File: src/rtl/axis_buf_arbiter_pkg.sv
// Shared parameters and state encodings for the two-requester AXI-Stream
// buffer arbiter.
package axis_buf_arbiter_pkg;

  localparam int DEF_DWIDTH  = 16;
  localparam int DEF_BUFSIZE = 4;

  localparam logic [1:0] ST_IDLE = 2'd0;
  localparam logic [1:0] ST_XFER = 2'd1;
  localparam logic [1:0] ST_DONE = 2'd2;

  typedef enum logic [1:0] {
    S_IDLE = ST_IDLE,
    S_XFER = ST_XFER,
    S_DONE = ST_DONE
  } state_t;

endpackage

File: src/rtl/axis_buf_arbiter_rr_arbiter2.sv
// Two-way round-robin pick: a lone requester always wins; on a tie the
// requester that was not granted last wins.
module rr_arbiter2 (
  input  logic [1:0] req,
  input  logic       last_grant,
  output logic       any,
  output logic       pick
);

  always_comb begin
    // NOTE: every output gets a default first so no path leaves it unassigned
    // and no latch is inferred.
    any  = |req;
    pick = 1'b0;
    case (req)
      2'b01:   pick = 1'b0;
      2'b10:   pick = 1'b1;
      2'b11:   pick = ~last_grant;
      default: pick = 1'b0;
    endcase
  end

endmodule

File: src/rtl/axis_buf_arbiter.sv
// Grants one of two stream requesters a whole packet at a time, forwards its
// beats into a shared buffer and reports each packet's beat count.
module axis_buf_arbiter
  import axis_buf_arbiter_pkg::*;
#(
  parameter int DWIDTH  = DEF_DWIDTH,
  parameter int BUFSIZE = DEF_BUFSIZE
) (
  input  logic              clk,
  input  logic              xrst,
  input  logic              s0_tvalid,
  input  logic [DWIDTH-1:0] s0_tdata,
  input  logic              s0_tlast,
  output logic              s0_tready,
  input  logic              s1_tvalid,
  input  logic [DWIDTH-1:0] s1_tdata,
  input  logic              s1_tlast,
  output logic              s1_tready,
  input  logic              buf_isfull,
  output logic              buf_we,
  output logic [DWIDTH-1:0] buf_wdata,
  output logic              buf_wsrc,
  output logic              pkt_done,
  output logic [BUFSIZE:0]  pkt_len
);

  localparam logic [BUFSIZE:0] CNT_MAX = (BUFSIZE + 1)'(1) << BUFSIZE;

  state_t           state, state_nx;
  logic             grant, grant_nx;
  logic             last_grant, last_nx;
  logic [BUFSIZE:0] count, count_nx;

  logic             req_any, req_pick;
  logic             g_valid, g_last, g_ready;
  logic [DWIDTH-1:0] g_data;
  logic             xfer;

  rr_arbiter2 u_rr (
    .req        ({s1_tvalid, s0_tvalid}),
    .last_grant (last_grant),
    .any        (req_any),
    .pick       (req_pick)
  );

  assign xfer    = (state == S_XFER);
  assign g_valid = grant ? s1_tvalid : s0_tvalid;
  assign g_last  = grant ? s1_tlast  : s0_tlast;
  assign g_data  = grant ? s1_tdata  : s0_tdata;
  assign g_ready = xfer && !buf_isfull;

  assign s0_tready = g_ready && (grant == 1'b0);
  assign s1_tready = g_ready && (grant == 1'b1);
  assign buf_we    = g_valid && g_ready;
  // Data is gated outside S_XFER so the buffer port is quiet while idle or in reset.
  assign buf_wdata = xfer ? g_data : '0;
  assign buf_wsrc  = grant;
  assign pkt_done  = (state == S_DONE);
  assign pkt_len   = (state == S_DONE) ? count : '0;

  always_comb begin
    state_nx = state;
    grant_nx = grant;
    last_nx  = last_grant;
    count_nx = count;
    case (state)
      S_IDLE: begin
        if (req_any) begin
          grant_nx = req_pick;
          state_nx = S_XFER;
        end
      end
      S_XFER: begin
        if (buf_we) begin
          if (count != CNT_MAX) count_nx = count + 1'b1;
          if (g_last) state_nx = S_DONE;
        end
      end
      S_DONE: begin
        last_nx  = grant;
        count_nx = '0;
        state_nx = S_IDLE;
      end
      default: state_nx = S_IDLE;
    endcase
  end

  always_ff @(posedge clk or posedge xrst) begin
    // NOTE: state registers use non-blocking assignments so every flop
    // samples the values from before this edge.
    if (xrst) begin
      state      <= S_IDLE;
      grant      <= 1'b0;
      last_grant <= 1'b1;
      count      <= '0;
    end else begin
      state      <= state_nx;
      grant      <= grant_nx;
      last_grant <= last_nx;
      count      <= count_nx;
    end
  end

endmodule

File: config.mk
export PLATFORM = sky130hd
export DESIGN_NAME = axis_buf_arbiter
export DESIGN_NICKNAME = d
export VERILOG_FILES = /design/src/rtl/axis_buf_arbiter_pkg.sv /design/src/rtl/axis_buf_arbiter_rr_arbiter2.sv /design/src/rtl/axis_buf_arbiter.sv
export SDC_FILE = /design/constraint.sdc
export NUM_CORES = 1
export LEC_CHECK = 0
export CAP_MARGIN = 5
export CORE_ASPECT_RATIO = 0.7
export CORE_MARGIN = 5
export CORE_UTILIZATION = 32
export DETAILED_ROUTE_END_ITERATION = 16
export HOLD_SLACK_MARGIN = 0.05
export MAX_ROUTING_LAYER = met4
export PLACE_DENSITY = 0.82
export SYNTH_ARGS = -nofsm -noshare
export SYNTH_HDL_FRONTEND = slang
export SYNTH_HIERARCHICAL = 1
export SYNTH_SLANG_ARGS = --single-unit
File: constraint.sdc
create_clock -name clk -period 1.7 [get_ports clk]
set_input_delay 0.34 -clock clk [delete_from_list [all_inputs] [get_ports clk]]
set_output_delay 0.34 -clock clk [all_outputs]
set_load 0.02 [all_outputs]
### Word level (Yosys, flattened, before mapping)

Index checks and enable logic that the tools add are counted.

* output and inout bits: 26
* bits in registers: 9
* bits of input ports: 39

* $add $sub $neg: 1
* multiplexer cells: 13
* equality and inequality tests: 9
* reductions and logical operators: 11
* bitwise operators: 2

Operators by type and width (count)
* 2-to-1 mux 16 bit: 2
* 2-to-1 mux 5 bit: 3
* case mux 5 bit (2 select lines): 1
* equality test 2 bit (second input constant): 3
* 2-to-1 mux 2 bit: 3
* inequality test 2 bit (second input constant): 3
* AND reduction 3 bit: 2
* adder 5 x 1 -> 5 bit (second input constant): 1
* inequality test 5 bit (second input constant): 1
* logical AND 1 bit: 4
* case mux 2 bit (2 select lines): 1
* equality test 2 x 1 -> 1 bit (second input constant): 1
* zero test 2 bit: 1
* 2-to-1 mux 1 bit: 2
* inequality test 2 x 1 -> 1 bit (second input constant): 1
* inverter 1 bit: 2
* case mux 1 bit (2 select lines): 1
* AND reduction 2 bit: 1
* nonzero test 2 bit: 1
* OR reduction 2 bit: 1
* zero test 1 bit: 1

### Logic depth before layout (Yosys ltp)

Gate-level depths: netlist of run 1.

* depth after elaboration: 5
* mapped depth: 5

### Cells and area by module

Netlist of run 1, hierarchy kept.

By module, submodules not included
* axis_buf_arbiter: instances 1, area each 794.5 µm², cells an instance 93
* rr_arbiter2: instances 1, area each 13.8 µm², cells an instance 2

### Worst setup path after synthesis of run 1

OpenSTA, ideal clock, no wires.

* kind: register -> output
* from: register grant, in the netlist buf_wsrc
* to: output port s0_tready
* stages on the path, launching flop included: 4
* path slack: 0.041 ns
* data arrival time: 1.319 ns
* cell sequence: dfrtp_1 > buf_4 > buf_2 > nor3_1

* word-level cells in the longest chain between the ends: 2

Ends and longest elaborated chain
* from (decl): line axis_buf_arbiter.sv:30 `logic grant, grant_nx;`
* from (signal assigned): line axis_buf_arbiter.sv:98 `grant <= grant_nx;`
* inverter 1 bit: line axis_buf_arbiter.sv:52 `assign s0_tready = g_ready && (grant == 1'b0);`
* logical AND 1 bit: line axis_buf_arbiter.sv:52
* to (decl): line axis_buf_arbiter.sv:14 `output logic s0_tready,`

No other way between the ends.

### Worst setup path in the final report of run 1

* from: register state[0]
* to: output port pkt_len[0]

* word-level cells in the longest chain between the ends: 2

Ends and longest elaborated chain
* from (decl): line axis_buf_arbiter.sv:29 `state_t state, state_nx;`
* from (signal assigned): line axis_buf_arbiter.sv:97 `state <= state_nx;`
* equality test 2 bit: line axis_buf_arbiter.sv:59 `assign pkt_len = (state == S_DONE) ? count : '0;`
* 2-to-1 mux 5 bit: line axis_buf_arbiter.sv:59
* to (decl): line axis_buf_arbiter.sv:24 `output logic [BUFSIZE:0] pkt_len`

No other way between the ends.

==> results of run 1 <==
[flip-flops by register name, summed over array words and instances, names as in the netlist]
register / cells
buf_wsrc: 1
count: 5
last_grant: 1
state: 2
[cells by family (layout without fill, tap and decap cells)]
kind of cell / count (synthesis) / after routing / share of synthesized area (%)
AO/OA/AOI/OAI: 1 / 1 / 0.929
XOR/XNOR: 1 / 1 / 1.08
adder cells (fa/ha/maj): 2 / 2 / 3.10
buffers and inverters: 10 / 88 / 5.73
flip-flops: 9 / 9 / 28.0
multiplexers: 25 / 25 / 31.4
AND/OR/NAND/NOR: 47 / 47 / 29.7
[worst paths after layout]
path                         endpoint  slack, ns  depth (start not counted)
max                        pkt_len[0]       0.04                          4
min                          count[1]       0.35                          2
max reg2reg                  count[1]       0.07                          5
min reg2reg                last_grant       0.49                          2
max in group asynchronous  last_grant       1.05                          2
min in group clk           last_grant       0.49                          2
[area by class of cell]
class,count,area (um^2)
Tap cell,34,42.5
Multi-Input combinational cell,76,558
Inverter,4,15.0
Sequential cell,9,229
Fill cell,224,907
Clock buffer,4,26.3
Timing Repair Buffer,80,662
[placed cells by master (no fill, tap or decap), types with 2 or more instances in the layout]
cell type / instances
clkdlybuf4s50_1: 37
mux2i_1: 22
buf_4: 21
nor2_1: 20
buf_2: 18
nand2_1: 8
dfrtp_1: 6
and2_1: 4
inv_1: 3
mux2_2: 3
nor3_1: 3
clkbuf_4: 3
nand2b_4: 2
nand3_1: 2
ha_1: 2
dfrtp_2: 2
buf_6: 2
[per-layer routing]
layer	wire length, um	share of wire, %
met3	98	2.9
met5	0	0
met2	2000	60
met4	80	2.4
met1	1160	35
[through the flow]
step	hold WS (ns)	worst slack [ns]	power, mW	utilization (%)
finish	0.347	0.0425	2.21	62.8
global route	0.380	-0.00380	2.38	62.8
CTS	0.353	-0.0167	2.17	61.8
detailed placement	0.478	-0.442	2.16	64.5
global placement	0.451	-0.415	2.09	64.5
floorplan	0.167	0.0413	1.37	-
[power groups by stage]
stage               Combinational [mW]  Clock [mW]  Sequential (mW)
global placement                  1.68           0            0.416
detailed placement                1.73           0            0.424
CTS                               1.57       0.170            0.430
finish                            1.61       0.164            0.435
floorplan                        0.963           0            0.406
global route                      1.73       0.186            0.455
[timing repair]
item / 4_1_cts / 5_1_grt
gates resized for setup: 109 / 12
hold buffers: 0 / 0
buffers inserted: 1 / 0
setup endpoints to repair: 26 / 23
==> flow_summary.toml, run 1 <==
[synth]
synth_ff_type = "dfrtp_1"
synth.most_common_cell = "mux2i_1"
synth_nets = 136
synth_area_um2 = 808
synthArstFlopShare_pct = 100
synth_cell_types = 24
synth.top_cell.area_share_pct = 27.2
ys_top_cells_by_count = "mux2i_1, nor2_1, dfrtp_1, nand2_1"
yosysWarnings = 6
synthCells = 95
synth_edf_count = 0
ys_seq_elements = 9
yosys-top-cells-area = "mux2i_1, dfrtp_1, nor2_1"
seq_area_frac_synth_pct = 28.0
yosys.area.top_type = "mux2i_1"
synth_area_per_cell_um2 = 8.51

[global_route]
met2_usage_pct = 36.4
overflow = 0
antenna_found_initial = 0
grtUsageMet1_pct = 17.9
grt_pass1_wl_um = 5010
grt_max_degree = 10
top_usage_layer = "met2"
grtUsageMet3_pct = 5.02
grt_pass1_vias = 1036
grtUsageTotal_pct = 18.5

[drt]
drc = 0
num_vias = 971
vias_per_cell = 4.69
dr.pass1.iters = 4
ant_nets = 0
wl_per_cell_um = 16.1
wl_um = 3340
drtIter0Drc = 27

[clock_network]
cts_buffer_depth = 2
cts_sinks = 9
root_buffer = "clkbuf_4"
htree_levels = 1
insertion_delay_ns = 0.26
clk_pin_slew_ns = 0.06
cts_tree = "built"
cts_made_buffers = 3

[timing]
fmax_mhz = 603
worst_clock_skew_ns = 0.000799
finalHoldViolCount = 0
final-max-slew-violation-count = 0
period_needed_ns = 1.66
setup_violations = 0
tns_ns = 0
finalCritPeriodShare_pct = 97.5
tightest_slew_ns = 0.359
slew_headroom_pct = 75.8

[critical_path]
timing.rr.start = "count[0]"
cp-startpoint = "state[0]"
critPathBufInv = 2
crit_required_ns = 1.36
path_class = "flip-flop to output port"
cp_max_fo = 7
crit_chain = "nand2b_4 > buf_4 > nor2_1 > buf_4"
cpMostUsedCell = "buf_4"
cpPeakStageDelay_ns = 0.44
path_delay_family = "flip-flops"
cp.arrival_ns = 1.32
endpoint_kind = "output port"
critPathLaunchType = "flip-flop"
slowest_stage = "dfrtp_2"

[finish]
fin_cells = 207
stdcell_area_mm2 = 0.00153
fin_nets = 215
num_antenna_cells = 0
area_delta_synth_final_pct = 89.6
final_layout_size_suffix_gt1_share_pct = 32.9

[die]
ios = 65
initial_core_util_pct = 33.1
num_rows = 15
fp.coreArea_mm2 = 0.00244
die_h_um = 52.1
dieArea_mm2 = 0.00365
fp.dieW_um = 70.1

[power]
p_sw_share_pct = 47.1
vdd.ir_drop.worst_v = 0.000807
seq_power_share_pct = 19.7
internal-power_mw = 1.17
p_switching_mw = 1.04
clkPwrFrac_pct = 7.4
powerDensity_mw_per_mm2 = 1440
power.leakage_nw = 0.787
p_comb_share_pct = 72.9

[placed_design]
hpwl_um = 2850
placed_area_mm2 = 0.00157
port-buffer-count = 64
numPlacedInstances = 202
gp_congestion = 0.725

[hold_path]
hold_path_class = "input port to asynchronous set/reset pin"

[outcome]
status = "finished, final reports clean"

[job]
timing.max_cap.violations = 0
Power figures use the tool's default switching activity.
==> inputs of run 2 (changes only) <==
- CORE_MARGIN: 5 -> 3
- REMOVE_ABC_BUFFERS: default -> 1
==> run 2 against run 1 <==
  * Fmax grew 1.8%
  * Final cell count grew 1.4%
  * Die area shrank 13%
  * Largest cell class unchanged
  * Highest routed layer unchanged
==> flow_summary.toml, run 2 (synthesized netlist as in run 1, its figures left out) <==
[timing]
finalCritPeriodShare_pct = 95.8
slew_headroom_pct = 71.6
tightest_slew_ns = 0.422
rsz0062_at_grt = "true"
finalHoldViolCount = 0
period_needed_ns = 1.63
worst_clock_skew_ns = 0.00496
hold_ws_ns = 0.338
setup_violations = 0
fmax_mhz = 614
final-max-slew-violation-count = 0

[clock_network]
htree_levels = 1
cts_sinks = 9
insertion_delay_ns = 0.26
cts_buffer_depth = 2
cts_made_buffers = 3
root_buffer = "clkbuf_4"
cts_tree = "built"
clk_pin_slew_ns = 0.06

[finish]
largestRegisters = "count (5), state (2)"
num_antenna_cells = 0
final_util_pct = 70.2
area_delta_synth_final_pct = 97.7
final_layout_size_suffix_gt1_share_pct = 34.8
top_register = "count"
largest_reg_flops = 5
final_common_cell = "clkdlybuf4s50_1"
fin_cells = 210
fin_nets = 220
stdcell_area_mm2 = 0.00160
layout_common_cells = "clkdlybuf4s50_1, buf_4, mux2i_1"

[power]
internal-power_mw = 1.27
powerDensity_mw_per_mm2 = 1460
p_sw_share_pct = 45.7
vdd.ir_drop.worst_v = 0.000838
finalPower_mw = 2.33
clkPwrFrac_pct = 7.2
power.leakage_nw = 0.821
p_comb_share_pct = 73.6
seq_power_share_pct = 19.3
p_switching_mw = 1.07

[critical_path]
timing.rr.start = "count[0]"
timing.rr.end = "count[1]"
endpoint_kind = "output port"
reg2reg_slack_ns = 0.12
cp_max_fo = 9
cp.arrival_ns = 1.29
critPathLaunchType = "flip-flop"
ff2ff_path_depth = 5
crit_required_ns = 1.36
path_class = "flip-flop to output port"

[drt]
wl_per_cell_um = 15.0
ant_nets = 0
vias_per_cell = 4.68
drc = 0
wl_um = 3150
num_vias = 982
dr.pass1.iters = 4
drtIter0Drc = 21

[outcome]
status = "finished, final reports clean"

[die]
num_rows = 14
dieArea_mm2 = 0.00317
initial_core_util_pct = 35.5
fp.coreArea_mm2 = 0.00228
die_h_um = 48.1
fp.dieW_um = 66.1
ios = 65

[global_route]
overflow = 0
grt_pass1_wl_um = 4890
grt_max_degree = 12
grtUsageTotal_pct = 21.8
antenna_found_initial = 0
grt_pass1_vias = 1007

[job]
timing.max_cap.violations = 0

[placed_design]
hpwl_um = 2730
placed_area_mm2 = 0.00160
numPlacedInstances = 204
gp_congestion = 0.841
port-buffer-count = 64

[hold_path]
hold_path_class = "input port to asynchronous set/reset pin"
## run 2: changes by cell type in the layout (fill, tap and decap cells not counted)
cell / before / now
nor3b_4: 0 / 1
buf_6: 2 / 3
buf_4: 21 / 29
nor3b_2: 1 / 0
buf_8: 0 / 1
buf_2: 18 / 13
## run 2: repair_timing
| action | CTS | global route |
|---|---|---|
| gates resized for setup | 104 | 26 |
| setup endpoints to repair | 26 | 21 |
| hold buffers | 0 | 0 |
| pin swaps | 0 | 2 |
| setup buffers | 1 | 1 |
## run 2: critical path, cell delays in order (launching register included)
cell and delay, ns:
dfrtp_2 0.44, buf_8 0.17, mux2i_1 0.22, nor2_2 0.05, buf_4 0.15
## run 2: area by class of cell
cell class | count | area [um^2]
repair buffers | 85 | 723
well taps | 32 | 40.0
clock buffers | 4 | 26.3
inverters | 4 | 15.0
flip-flops and latches | 9 | 229
fillers | 189 | 679
multi-input cells | 76 | 564
## run 2: through the flow
| stage | setup WS (ns) | TNS [ns] |
|---|---|---|
| after detailed placement | -0.435 | -5.36 |
| final | 0.0715 | 0 |
| after global routing | -0.0143 | -0.0526 |
| after global placement | -0.373 | -4.72 |
| after CTS | 0.0106 | 0 |
| after floorplan | -0.461 | -3.57 |
## run 2: worst max path at each step
stage	from	to	slack, ns
floorplan	buf_wsrc	buf_we	-0.46
detailed placement	buf_isfull	s1_tready	-0.43
finish	buf_wsrc	buf_wdata[13]	0.07
global placement	buf_isfull	s1_tready	-0.37
global route	buf_wsrc	buf_wdata[10]	-0.01
CTS	state[1]	pkt_len[3]	0.01
## run 2: per-layer routing
| layer | track usage [%] | up-vias | wire (um) |
|---|---|---|---|
| met4 | 7.29 | 0 | 33 |
| met5 | - | - | 0 |
| li1 | - | 484 | - |
| met2 | 39.6 | 15 | 1890 |
| met1 | 24.1 | 479 | 1140 |
| met3 | 5.40 | 4 | 80 |
## run 2: power groups by stage
stage	clock network [mW]	logic (mW)	registers, mW
final	0.167	1.72	0.450
after global routing	0.194	1.85	0.473
after CTS	0.170	1.58	0.436
after detailed placement	0	1.75	0.438
after global placement	0	1.70	0.425
after floorplan	0	0.826	0.495
==> inputs of run 3 (changes only) <==
- GPL_TIMING_DRIVEN: default -> 0
==> run 3 against run 2 <==
  * The flow now finishes with violations (setup timing)
  * First-iteration DRC count unchanged
  * Non-clock buffer count decreased by 6
  * Power increased by 9.0%
  * Critical endpoint is now buf_wdata[11]
  * Combinational power increased by 11%
  * Fmax decreased by 9.4%
  * Largest cell class unchanged
  * Die area unchanged
  * Register-to-register slack got worse by 0.11 ns
==> flow_summary.toml, run 3 (synthesized netlist as in run 1, its figures left out) <==
[outcome]
status = "complete, but fails checks"
violations = "setup timing"

[clock_network]
hold_buffers = 0
cts_tree = "built"
cts_sinks = 9
root_buffer = "clkbuf_4"
htree_levels = 1
cts_made_buffers = 3
cts_buffer_depth = 2
clk_pin_slew_ns = 0.06
insertion_delay_ns = 0.27

[finish]
top_register = "count"
largestRegisters = "count (5), state (2)"
fin_cells = 205
final_layout_size_suffix_gt1_share_pct = 36.4
largest_reg_flops = 5
area_delta_synth_final_pct = 102
num_antenna_cells = 0
final_common_cell = "clkdlybuf4s50_1"
fin_nets = 215
layout_common_cells = "clkdlybuf4s50_1, buf_4, nor2_1, mux2i_1, nand2_1"

[power]
powerDensity_mw_per_mm2 = 1560
clkPwrFrac_pct = 6.7
p_sw_share_pct = 45.5
internal-power_mw = 1.39
p_switching_mw = 1.16
seq_power_share_pct = 18.3
p_comb_share_pct = 75.0
finalPower_mw = 2.54
power.leakage_nw = 0.798
vdd.ir_drop.worst_v = 0.000819

[timing]
setup_violations = 11
finalCritPeriodShare_pct = 106
period_needed_ns = 1.80
fin_ws_ns = -0.0977
fmax_mhz = 556
rsz0062_at_grt = "true"
final-max-slew-violation-count = 0
finalHoldViolCount = 0
worst_clock_skew_ns = 0.00549
hold_ws_ns = 0.344
tightest_slew_ns = 0.373
tns_ns = -0.638
slew_headroom_pct = 74.9

[critical_path]
cp_max_fo = 4
cp.arrival_ns = 1.46
critPathLaunchType = "flip-flop"
endpoint_kind = "output port"
reg2reg_slack_ns = 0.01
crit_required_ns = 1.36
path_class = "flip-flop to output port"

[drt]
num_vias = 1008
ant_nets = 0
drc = 0
wl_per_cell_um = 17.3
dr.pass1.iters = 4
vias_per_cell = 4.92
wl_um = 3540
drtIter0Drc = 21

[die]
ios = 65
initial_core_util_pct = 35.5
num_rows = 14
die_h_um = 48.1
fp.coreArea_mm2 = 0.00228
dieArea_mm2 = 0.00317
fp.dieW_um = 66.1

[placed_design]
numPlacedInstances = 185
gp_congestion = 0.745
dp_slack_ns = -0.890
hpwl_um = 2240
port-buffer-count = 64

[global_route]
overflow = 0
grt_pass1_wl_um = 4020
antenna_found_initial = 0
grt_pass1_vias = 845
grt_max_degree = 21
grtUsageTotal_pct = 18.0

[job]
timing.max_cap.violations = 0

[hold_path]
hold_path_class = "input port to asynchronous set/reset pin"
-- run 3: changes by cell type in the layout (fill, tap and decap cells not counted), sizes merged --
cell	change
nand2b	+1
buf	-9
clkdlybuf4s50	-1
dlygate4sd2	+1
clkdlybuf4s15	+3
-- run 3: metrics by stage --
| step | cell area (um^2) | utilization (%) |
|---|---|---|
| finish | 1630 | 71.8 |
| CTS | 1520 | 66.9 |
| floorplan | 777 | - |
| global placement | 1460 | 64.0 |
| global route | 1630 | 71.8 |
| detailed placement | 1460 | 64.0 |
-- run 3: what timing repair did --
| action | in CTS | in global routing |
|---|---|---|
| resized for setup | 116 | 27 |
| pin swaps | 1 | 4 |
| cloned | 0 | 1 |
| setup buffers | 8 | 7 |
| endpoints found under the setup margin | 33 | 26 |
-- run 3: worst max-delay path, stage by stage (launching register included) --
cell     delay [ns]
dfrtp_4        0.52
buf_6          0.14
buf_4          0.12
mux2i_1        0.12
nor2_1         0.12
buf_4          0.16
-- run 3: worst paths after layout --
| kind | to | start | depth (start not counted) |
|---|---|---|---|
| min reg2reg | last_grant | last_grant | 2 |
| max | buf_wdata[11] | buf_wsrc | 5 |
| min in group clk | last_grant | last_grant | 2 |
| min | count[4] | xrst | 2 |
| max reg2reg | count[1] | count[1] | 5 |
| max in group asynchronous | last_grant | xrst | 2 |
-- run 3: routing by layer --
layer  wire (um)  global-route usage [%]
met5           0                       -
met4         105                    6.48
met3         103                    4.93
met2        1970                    31.5
met1        1370                    20.3
-- run 3: final cells by class --
class	instances	area (um^2)
Inverter	4	17.5
Fill cell	165	643
Clock buffer	4	26.3
Sequential cell	9	233
Timing Repair Buffer	79	719
Multi-Input combinational cell	77	598
Tap cell	32	40.0
-- run 3: power groups by stage --
stage	logic, mW	registers, mW	clock network [mW]
4_1_cts	1.61	0.446	0.173
3_5_place_dp	1.47	0.526	0
2_1_floorplan	0.826	0.495	0
3_3_place_gp	1.43	0.517	0
6_report	1.91	0.465	0.171
5_1_grt	2.03	0.481	0.186
